**config.mk**
```make
export PLATFORM = sky130hd
export DESIGN_NAME = fifo9_gmii_tx_flat
export DESIGN_NICKNAME = d
export VERILOG_FILES = /design/src/rtl/fifo9_gmii_tx_if.sv /design/src/rtl/fifo9_gmii_tx.sv /design/src/flat_wrapper.sv
export SDC_FILE = /design/constraint.sdc
export NUM_CORES = 1
export LEC_CHECK = 0
export CORE_ASPECT_RATIO = 0.6
export CORE_MARGIN = 1.5
export CORE_UTILIZATION = 65
export CTS_CLUSTER_SIZE = 30
export DETAILED_ROUTE_END_ITERATION = 12
export PLACE_DENSITY = 0.87
export SYNTH_ARGS = -nofsm -noshare
export SYNTH_HDL_FRONTEND = slang
export SYNTH_SLANG_ARGS = --single-unit
```
**constraint.sdc**
```tcl
create_clock -name gmii_tx_clk -period 6.2 [get_ports gmii_tx_clk]
set_clock_uncertainty 0.2 [all_clocks]
set_input_delay 1.24 -clock gmii_tx_clk [delete_from_list [all_inputs] [get_ports gmii_tx_clk]]
set_output_delay 1.24 -clock gmii_tx_clk [all_outputs]
set_load 0.02 [all_outputs]
```
**src/rtl/fifo9_gmii_tx_if.sv**
```systemverilog
// Bundle between the framer and its surroundings: FWFT FIFO read side plus the GMII transmit outputs.
interface fifo9_gmii_tx_if;
  logic [8:0] dout;
  logic       empty;
  logic       rd_en;
  logic       gmii_tx_en;
  logic       gmii_tx_er;
  logic [7:0] gmii_txd;
  logic       frame_done;
  logic       underrun;

  modport master (
    input  dout, empty,
    output rd_en, gmii_tx_en, gmii_tx_er, gmii_txd, frame_done, underrun
  );

  modport slave (
    output dout, empty,
    input  rd_en, gmii_tx_en, gmii_tx_er, gmii_txd, frame_done, underrun
  );
endinterface

```
**src/rtl/fifo9_gmii_tx.sv**
```systemverilog
// GMII TX framer fed by a 9-bit FWFT FIFO: preamble/SFD, padding, CRC-32 FCS, IFG and underrun abort.
// GMII outputs are registered; rd_en is combinational and only pops while DATA/DRAIN or a stray terminator sits in IDLE.
module fifo9_gmii_tx #(
  parameter int PREAMBLE_LEN = 7,
  parameter int ADD_PREAMBLE = 1,
  parameter int ADD_FCS      = 1,
  parameter int PAD_EN       = 1,
  parameter int MIN_LEN      = 60,
  parameter int IFG_BYTES    = 12
) (
  input  logic gmii_tx_clk,
  input  logic sys_rst,
  output logic rd_clk,
  fifo9_gmii_tx_if.master io
);

  typedef enum logic [2:0] {
    S_IDLE,
    S_PRE,
    S_SFD,
    S_DATA,
    S_PAD,
    S_FCS,
    S_IFG,
    S_DRAIN
  } state_t;

  localparam logic [3:0]  PRE_LAST = 4'(PREAMBLE_LEN);
  localparam logic [10:0] MIN_CNT  = 11'(MIN_LEN);
  localparam logic [7:0]  IFG_LOAD = 8'(IFG_BYTES - 1);
  localparam logic [31:0] CRC_INIT = 32'hFFFF_FFFF;

  state_t      state_q, state_d;
  logic [3:0]  pre_cnt_q, pre_cnt_d;
  logic [7:0]  ifg_cnt_q, ifg_cnt_d;
  logic [10:0] byte_cnt_q, byte_cnt_d;
  logic [31:0] crc_q, crc_d;
  logic [1:0]  fcs_idx_q, fcs_idx_d;
  logic [7:0]  txd_q, txd_d;
  logic        tx_en_q, tx_en_d;
  logic        tx_er_q, tx_er_d;
  logic        frame_done_q, frame_done_d;
  logic        underrun_q, underrun_d;
  logic        close_frame;
  logic [10:0] byte_cnt_inc;

  function automatic logic [31:0] crc_byte(input logic [31:0] crc, input logic [7:0] b);
    logic [31:0] c;
    c = crc ^ {24'h0, b};
    for (int k = 0; k < 8; k++) begin
      c = c[0] ? ((c >> 1) ^ 32'hEDB8_8320) : (c >> 1);
    end
    return c;
  endfunction

  function automatic logic [7:0] fcs_byte(input logic [31:0] crc, input logic [1:0] idx);
    logic [31:0] inv;
    logic [7:0]  r;
    inv = ~crc;
    case (idx)
      2'd0:    r = inv[7:0];
      2'd1:    r = inv[15:8];
      2'd2:    r = inv[23:16];
      default: r = inv[31:24];
    endcase
    return r;
  endfunction

  // The counter only feeds the pad decision, so it may stick at its maximum.
  assign byte_cnt_inc = (byte_cnt_q == 11'h7FF) ? byte_cnt_q : byte_cnt_q + 11'd1;

  assign io.rd_en = ~sys_rst & ~io.empty &
                    ((state_q == S_DATA) | (state_q == S_DRAIN) |
                     ((state_q == S_IDLE) & ~io.dout[8]));

  always_comb begin
    state_d      = state_q;
    pre_cnt_d    = pre_cnt_q;
    ifg_cnt_d    = ifg_cnt_q;
    byte_cnt_d   = byte_cnt_q;
    crc_d        = crc_q;
    fcs_idx_d    = fcs_idx_q;
    txd_d        = 8'h00;
    tx_en_d      = 1'b0;
    tx_er_d      = 1'b0;
    frame_done_d = 1'b0;
    underrun_d   = 1'b0;
    close_frame  = 1'b0;

    case (state_q)
      S_IDLE: begin
        if (!io.empty && io.dout[8]) begin
          if (ADD_PREAMBLE != 0) begin
            txd_d     = 8'h55;
            tx_en_d   = 1'b1;
            pre_cnt_d = 4'd1;
            state_d   = (PREAMBLE_LEN > 1) ? S_PRE : S_SFD;
          end else begin
            crc_d      = CRC_INIT;
            byte_cnt_d = '0;
            state_d    = S_DATA;
          end
        end
      end
      S_PRE: begin
        txd_d     = 8'h55;
        tx_en_d   = 1'b1;
        pre_cnt_d = pre_cnt_q + 4'd1;
        if (pre_cnt_d == PRE_LAST) state_d = S_SFD;
      end
      S_SFD: begin
        txd_d      = 8'hD5;
        tx_en_d    = 1'b1;
        crc_d      = CRC_INIT;
        byte_cnt_d = '0;
        state_d    = S_DATA;
      end
      S_DATA: begin
        if (io.empty) begin
          txd_d      = 8'h00;
          tx_en_d    = 1'b1;
          tx_er_d    = 1'b1;
          underrun_d = 1'b1;
          state_d    = S_DRAIN;
        end else if (io.dout[8]) begin
          txd_d      = io.dout[7:0];
          tx_en_d    = 1'b1;
          crc_d      = crc_byte(crc_q, io.dout[7:0]);
          byte_cnt_d = byte_cnt_inc;
        end else if (PAD_EN != 0 && byte_cnt_q < MIN_CNT) begin
          // Terminator cycle already carries the first pad byte to avoid a bubble.
          txd_d      = 8'h00;
          tx_en_d    = 1'b1;
          crc_d      = crc_byte(crc_q, 8'h00);
          byte_cnt_d = byte_cnt_inc;
          state_d    = S_PAD;
        end else begin
          close_frame = 1'b1;
        end
      end
      S_PAD: begin
        if (byte_cnt_q < MIN_CNT) begin
          txd_d      = 8'h00;
          tx_en_d    = 1'b1;
          crc_d      = crc_byte(crc_q, 8'h00);
          byte_cnt_d = byte_cnt_inc;
        end else begin
          close_frame = 1'b1;
        end
      end
      S_FCS: begin
        txd_d     = fcs_byte(crc_q, fcs_idx_q);
        tx_en_d   = 1'b1;
        fcs_idx_d = fcs_idx_q + 2'd1;
        if (fcs_idx_q == 2'd3) begin
          frame_done_d = 1'b1;
          state_d      = S_IFG;
        end
      end
      S_IFG: begin
        if (ifg_cnt_q == 8'd0) state_d = S_IDLE;
        else ifg_cnt_d = ifg_cnt_q - 8'd1;
      end
      S_DRAIN: begin
        if (!io.empty && !io.dout[8]) state_d = S_IFG;
      end
      default: state_d = S_IDLE;
    endcase

    if (close_frame) begin
      if (ADD_FCS != 0) begin
        txd_d     = fcs_byte(crc_q, 2'd0);
        tx_en_d   = 1'b1;
        fcs_idx_d = 2'd1;
        state_d   = S_FCS;
      end else begin
        frame_done_d = 1'b1;
        state_d      = S_IFG;
      end
    end

    // Preloaded everywhere else so IFG always starts from a full count.
    if (state_q != S_IFG) ifg_cnt_d = IFG_LOAD;
  end

  always_ff @(posedge gmii_tx_clk or posedge sys_rst) begin
    if (sys_rst) begin
      state_q      <= S_IDLE;
      pre_cnt_q    <= '0;
      ifg_cnt_q    <= '0;
      byte_cnt_q   <= '0;
      crc_q        <= CRC_INIT;
      fcs_idx_q    <= '0;
      txd_q        <= 8'h00;
      tx_en_q      <= 1'b0;
      tx_er_q      <= 1'b0;
      frame_done_q <= 1'b0;
      underrun_q   <= 1'b0;
    end else begin
      state_q      <= state_d;
      pre_cnt_q    <= pre_cnt_d;
      ifg_cnt_q    <= ifg_cnt_d;
      byte_cnt_q   <= byte_cnt_d;
      crc_q        <= crc_d;
      fcs_idx_q    <= fcs_idx_d;
      txd_q        <= txd_d;
      tx_en_q      <= tx_en_d;
      tx_er_q      <= tx_er_d;
      frame_done_q <= frame_done_d;
      underrun_q   <= underrun_d;
    end
  end

  assign rd_clk        = gmii_tx_clk;
  assign io.gmii_txd   = txd_q;
  assign io.gmii_tx_en = tx_en_q;
  assign io.gmii_tx_er = tx_er_q;
  assign io.frame_done = frame_done_q;
  assign io.underrun   = underrun_q;

endmodule

```
**src/flat_wrapper.sv**
```systemverilog
// flat-port wrapper written by rule: the top's interface ports become plain ports
module fifo9_gmii_tx_flat 
#(
  parameter int PREAMBLE_LEN = 7,
  parameter int ADD_PREAMBLE = 1,
  parameter int ADD_FCS      = 1,
  parameter int PAD_EN       = 1,
  parameter int MIN_LEN      = 60,
  parameter int IFG_BYTES    = 12
)
  (gmii_tx_clk, sys_rst, rd_clk, io_dout, io_empty, io_rd_en, io_gmii_tx_en, io_gmii_tx_er, io_gmii_txd, io_frame_done, io_underrun);
  fifo9_gmii_tx_if io_i ();
  input  logic gmii_tx_clk;
  input  logic sys_rst;
  output logic rd_clk;
  input wire logic [$bits(io_i.dout)-1:0] io_dout;
  input wire logic [$bits(io_i.empty)-1:0] io_empty;
  output wire logic [$bits(io_i.rd_en)-1:0] io_rd_en;
  output wire logic [$bits(io_i.gmii_tx_en)-1:0] io_gmii_tx_en;
  output wire logic [$bits(io_i.gmii_tx_er)-1:0] io_gmii_tx_er;
  output wire logic [$bits(io_i.gmii_txd)-1:0] io_gmii_txd;
  output wire logic [$bits(io_i.frame_done)-1:0] io_frame_done;
  output wire logic [$bits(io_i.underrun)-1:0] io_underrun;
  assign io_i.dout = io_dout;
  assign io_i.empty = io_empty;
  assign io_rd_en = io_i.rd_en;
  assign io_gmii_tx_en = io_i.gmii_tx_en;
  assign io_gmii_tx_er = io_i.gmii_tx_er;
  assign io_gmii_txd = io_i.gmii_txd;
  assign io_frame_done = io_i.frame_done;
  assign io_underrun = io_i.underrun;
  fifo9_gmii_tx #(.PREAMBLE_LEN(PREAMBLE_LEN), .ADD_PREAMBLE(ADD_PREAMBLE), .ADD_FCS(ADD_FCS), .PAD_EN(PAD_EN), .MIN_LEN(MIN_LEN), .IFG_BYTES(IFG_BYTES)) u_core (.gmii_tx_clk(gmii_tx_clk), .sys_rst(sys_rst), .rd_clk(rd_clk), .io(io_i));
endmodule
```
### Word level (Yosys, flattened, before mapping)

Cells that the tools add are included.

* order comparisons: 1
* eq/ne operators: 23
* mux-type cells: 62
* bitwise logic cells: 26
* reduce and logical (&&, ||, !) cells: 17
* add/subtract/negate cells: 4

Operators by type and width (count)
* $mux W32: 19
* $not A13 Y14: 16
* $pmux W32 S3: 1
* $mux W8: 6
* $mux W11: 4
* $pmux W8 S5: 1
* $pmux W11 S3: 1
* $not A32 Y32: 1
* $xor A32 B8 Y32: 1
* $mux W3: 9
* $pmux W8 S3: 1
* $pmux W3 S7: 1
* $eq A3 B3 Y1 const B: 4
* $mux W1: 12
* $add A11 B1 Y11 const B: 1
* $eq A11 B11 Y1 const B: 1
* $lt A11 B6 Y1 const B: 1
* $ne A3 B1 Y1 const B: 3
* $logic_not A8 Y1: 1
* $ne A4 B3 Y1 const B: 2
* $pmux W4 S2: 1
* $reduce_and A8 Y1: 1
* $reduce_bool A8 Y1: 1
* $sub A8 B1 Y8 const B: 1
* other kinds (26): 43

* output and inout port bits: 14
* flip-flop bits (word level): 71
* input port bits: 12
* logic and storage cells: 143

### Depth between registers and ports, before layout

* word-level depth: 20
* depth in mapped cells: 10

==> metrics.md <==
| Metric | Value |
|---|---|
| Total track usage | around two fifths |
| Required @ worst endpoint | about 4.8 ns |
| Post-synthesis cell count | between 600 and 700 |
| Top cell by count, worst path | clkbuf_16 |
| Total Wirelength | around 17 mm |
| Yosys warns | 0 |
| Hold-fix buffer count after cts | 0 |
| Async SR Flop Fraction | 100.0% |
| Clock Latency Late Sink | approximately 0.45 ns |
| CTS tree | yes |
| Worst hold path type | reg2reg |
| Crit path DAT | 3.87 ns |
| Commonest cells after routing, fill and taps aside | xnor2_1, o21ai_0, a21oi_1, nand2_1, nor2_1 |
| Crit-path cells | clkbuf_16 > clkbuf_16 > clkdlybuf4s50_1 |
| RSZ-0062 raised after global routing | false |
| Crit-path max FO | 2 |
| Clock transition at path regs | about 0.06 ns |
| EDFF count, synth | 0 |
| Setup Buffers After CTS | 0 |
| Flops & latches, synth | 71 |
| DR WL/cell | 22.39 um |
| Vias in the first global route | 4,778 |
| Core Area | around 8500 um^2 |
| Final Util | roughly 75% |
| CP Capture Type | output pin |
| Pin count of the biggest net entering global routing | 72 |
| Final #Nets | between 600 and 700 |
| Adder-cell share of the synthesized area | between 1.5 and 2% |
| Vias per cell | approximately 7 |
| Detailed-route via count | 5,283 |
| Largest family of logic cells by synthesized area | XOR/XNOR gates |
| Initial antenna violation count | 0 |
| Die height | 75.19 um |
| Number of port buffers | 25 |
| Antenna diodes | 0 |
| Area Growth Syn to Fin | 11.72% |
| Final Max Slew Viols | 0 |
| # DRC | 0 |
| Worst setup SP type | clock port |
| Multi-input gate area | roughly 3600 um^2 |
| # IOs | 26 |
| Synth Area per Inst | 8.699 um^2 |
| Pre-CTS setup slack | about 1.2 ns |
| Setup violations, final | 0 |
| CP Buf/Inv Count | 3 |
| Register Area | 1817 um^2 |
| RD Place Congestion | a little over 1 |
| Mapped cell area | approximately 5600 um^2 |
| Die ar. | just over 9000 um^2 |
| Syn Nets | 670 |
| Primary FF master, synth | dfrtp_1 |
| DP HPWL | approximately 12 mm |
| Setup TNS | 0 ns |
| Num rows | 26 |
| Setup CP Type | clk2out |
| Worst-Margin Slew | around 1.3 ns |
| Final Hold Fails | 0 |
| Area of placed instances | between 5000 and 6000 um^2 |
| Sequential fraction of the synthesis area | roughly 32% |
| Max_cap viols | 0 |
| Antenna-violating nets left | 0 |
| Share of post-route cells with drive strength above 1 | 10.09% |
| Relative slew slack | ~15% |
| TritonRoute pass-1 iters | 6 |
| Post-CTS sizing | 0 |
| Global route overflow | 0 |
| Crit-path leading delay family | buffers and inverters |
| Compound-Gate Fraction of Synth Area | about 22% |
| Most common cell after layout, fill and taps aside | xnor2_1 |
| DR iter-0 viols | between 900 and 1,000 |
| Design area | ~6300 um^2 |
| Distinct cells, synth | approximately 60 |
| Chip width | 123.3 um |
| Xor and xnor area share after synthesis | between 20% and 30% |
| Synth Area in Simple Gates | around 14% |
| Largest stage delay on the critical path | ~0.53 ns |
| Mux cell area share after synthesis | less than 1% |
| First-pass GRT wire length | roughly 26 mm |
| Status | completed |
| Initial core utilization | about two thirds |
| Slowest cell on the critical path | clkdlybuf4s50_1 |
| Setup WS post-layout | 0.8899 ns |
| Fillers | 620 |
==> registers in the layout (all words and copies together) (netlist names) <==
name and cells:
u_core.io.frame_done 1, u_core.fcs_idx_q 2, u_core.io.gmii_tx_en 1, u_core.pre_cnt_q 4
u_core.io.gmii_txd 8, u_core.crc_q 32, u_core.io.gmii_tx_er 1, u_core.ifg_cnt_q 8
u_core.byte_cnt_q 11, u_core.state_q 3
==> layer usage <==
layer | up-vias | global-route usage [%] | wire, um
met5 | - | 0 | 0
met4 | 0 | 13.15 | 366
met3 | 53 | 17.12 | 2767
met2 | 453 | 53.83 | 6951
met1 | 2505 | 54.90 | 7065
li1 | 2272 | - | -
==> layout make-up <==
type	instances	share of cell area (%)
repair buffers	31	4.642
flip-flops and latches	71	28.80
clock inverters	5	1.666
multi-input cells	516	56.52
inverters	16	0.9522
well taps	112	2.222
clock buffers	15	5.197
==> cell families after synthesis <==
family,after synthesis
compound gates,199
simple gates,164
xor+xnor,143
flops,71
buf+inv,62
fa+ha+maj,9
mux,1
==> synth_stat cells (all sizes together), types with 4 or more instances <==
master / number / area, um^2
a211oi: 11 / 82.58
a21o: 6 / 45.04
a21oi: 59 / 295.3
a221oi: 5 / 43.79
a22o: 5 / 43.79
and2: 7 / 43.79
buf: 17 / 95.10
clkbuf: 29 / 108.9
dfrtp: 39 / 975.9
dfstp: 32 / 840.8
ha: 9 / 112.6
inv: 16 / 60.06
nand2: 55 / 206.5
nand2b: 8 / 50.05
nand3: 9 / 45.04
nor2: 47 / 176.4
nor2b: 5 / 31.28
nor3: 9 / 45.04
nor4: 4 / 25.02
o21a: 4 / 30.03
o21ai: 64 / 320.3
o221ai: 16 / 140.1
o22a: 4 / 35.03
o22ai: 5 / 31.28
o31ai: 4 / 30.03
xnor2: 94 / 845.8
xnor3: 7 / 157.7
xor2: 40 / 365.4
==> stage by stage <==
stage               hold WS (ns)  cells
floorplan                 0.2406    649
global placement          0.2611    747
detailed placement        0.2750    747
CTS                       0.2841    766
global route              0.3120    766
finish                    0.2837    766
==> worst register-to-register path, stage by stage (launching register included) <==
cell     delay [ns]
dfrtp_1        0.74
or4bb_1        0.63
nand2_1        0.48
nand3_1        0.56
a22o_1         0.37
a32o_1         0.20
==> worst paths after layout <==
check	startpoint	to	slack [ns]	cells after the start
min reg2reg	u_core.byte_cnt_q[5]$_DFFE_PP0P_	u_core.byte_cnt_q[5]$_DFFE_PP0P_	0.28	1
min in group asynchronous	sys_rst	u_core.io.gmii_tx_er$_DFF_PP0_	1.22	3
max	gmii_tx_clk	rd_clk	0.89	3
max reg2reg	u_core.state_q[1]$_DFFE_PP0P_	u_core.state_q[1]$_DFFE_PP0P_	2.91	5
min	u_core.byte_cnt_q[5]$_DFFE_PP0P_	u_core.byte_cnt_q[5]$_DFFE_PP0P_	0.28	1
max in group asynchronous	sys_rst	u_core.byte_cnt_q[0]$_DFFE_PP0P_	4.01	3
Power is left out: the tool's default activity adds up to more than one toggle a clock period on the data nets, which glitch-free logic cannot reach.
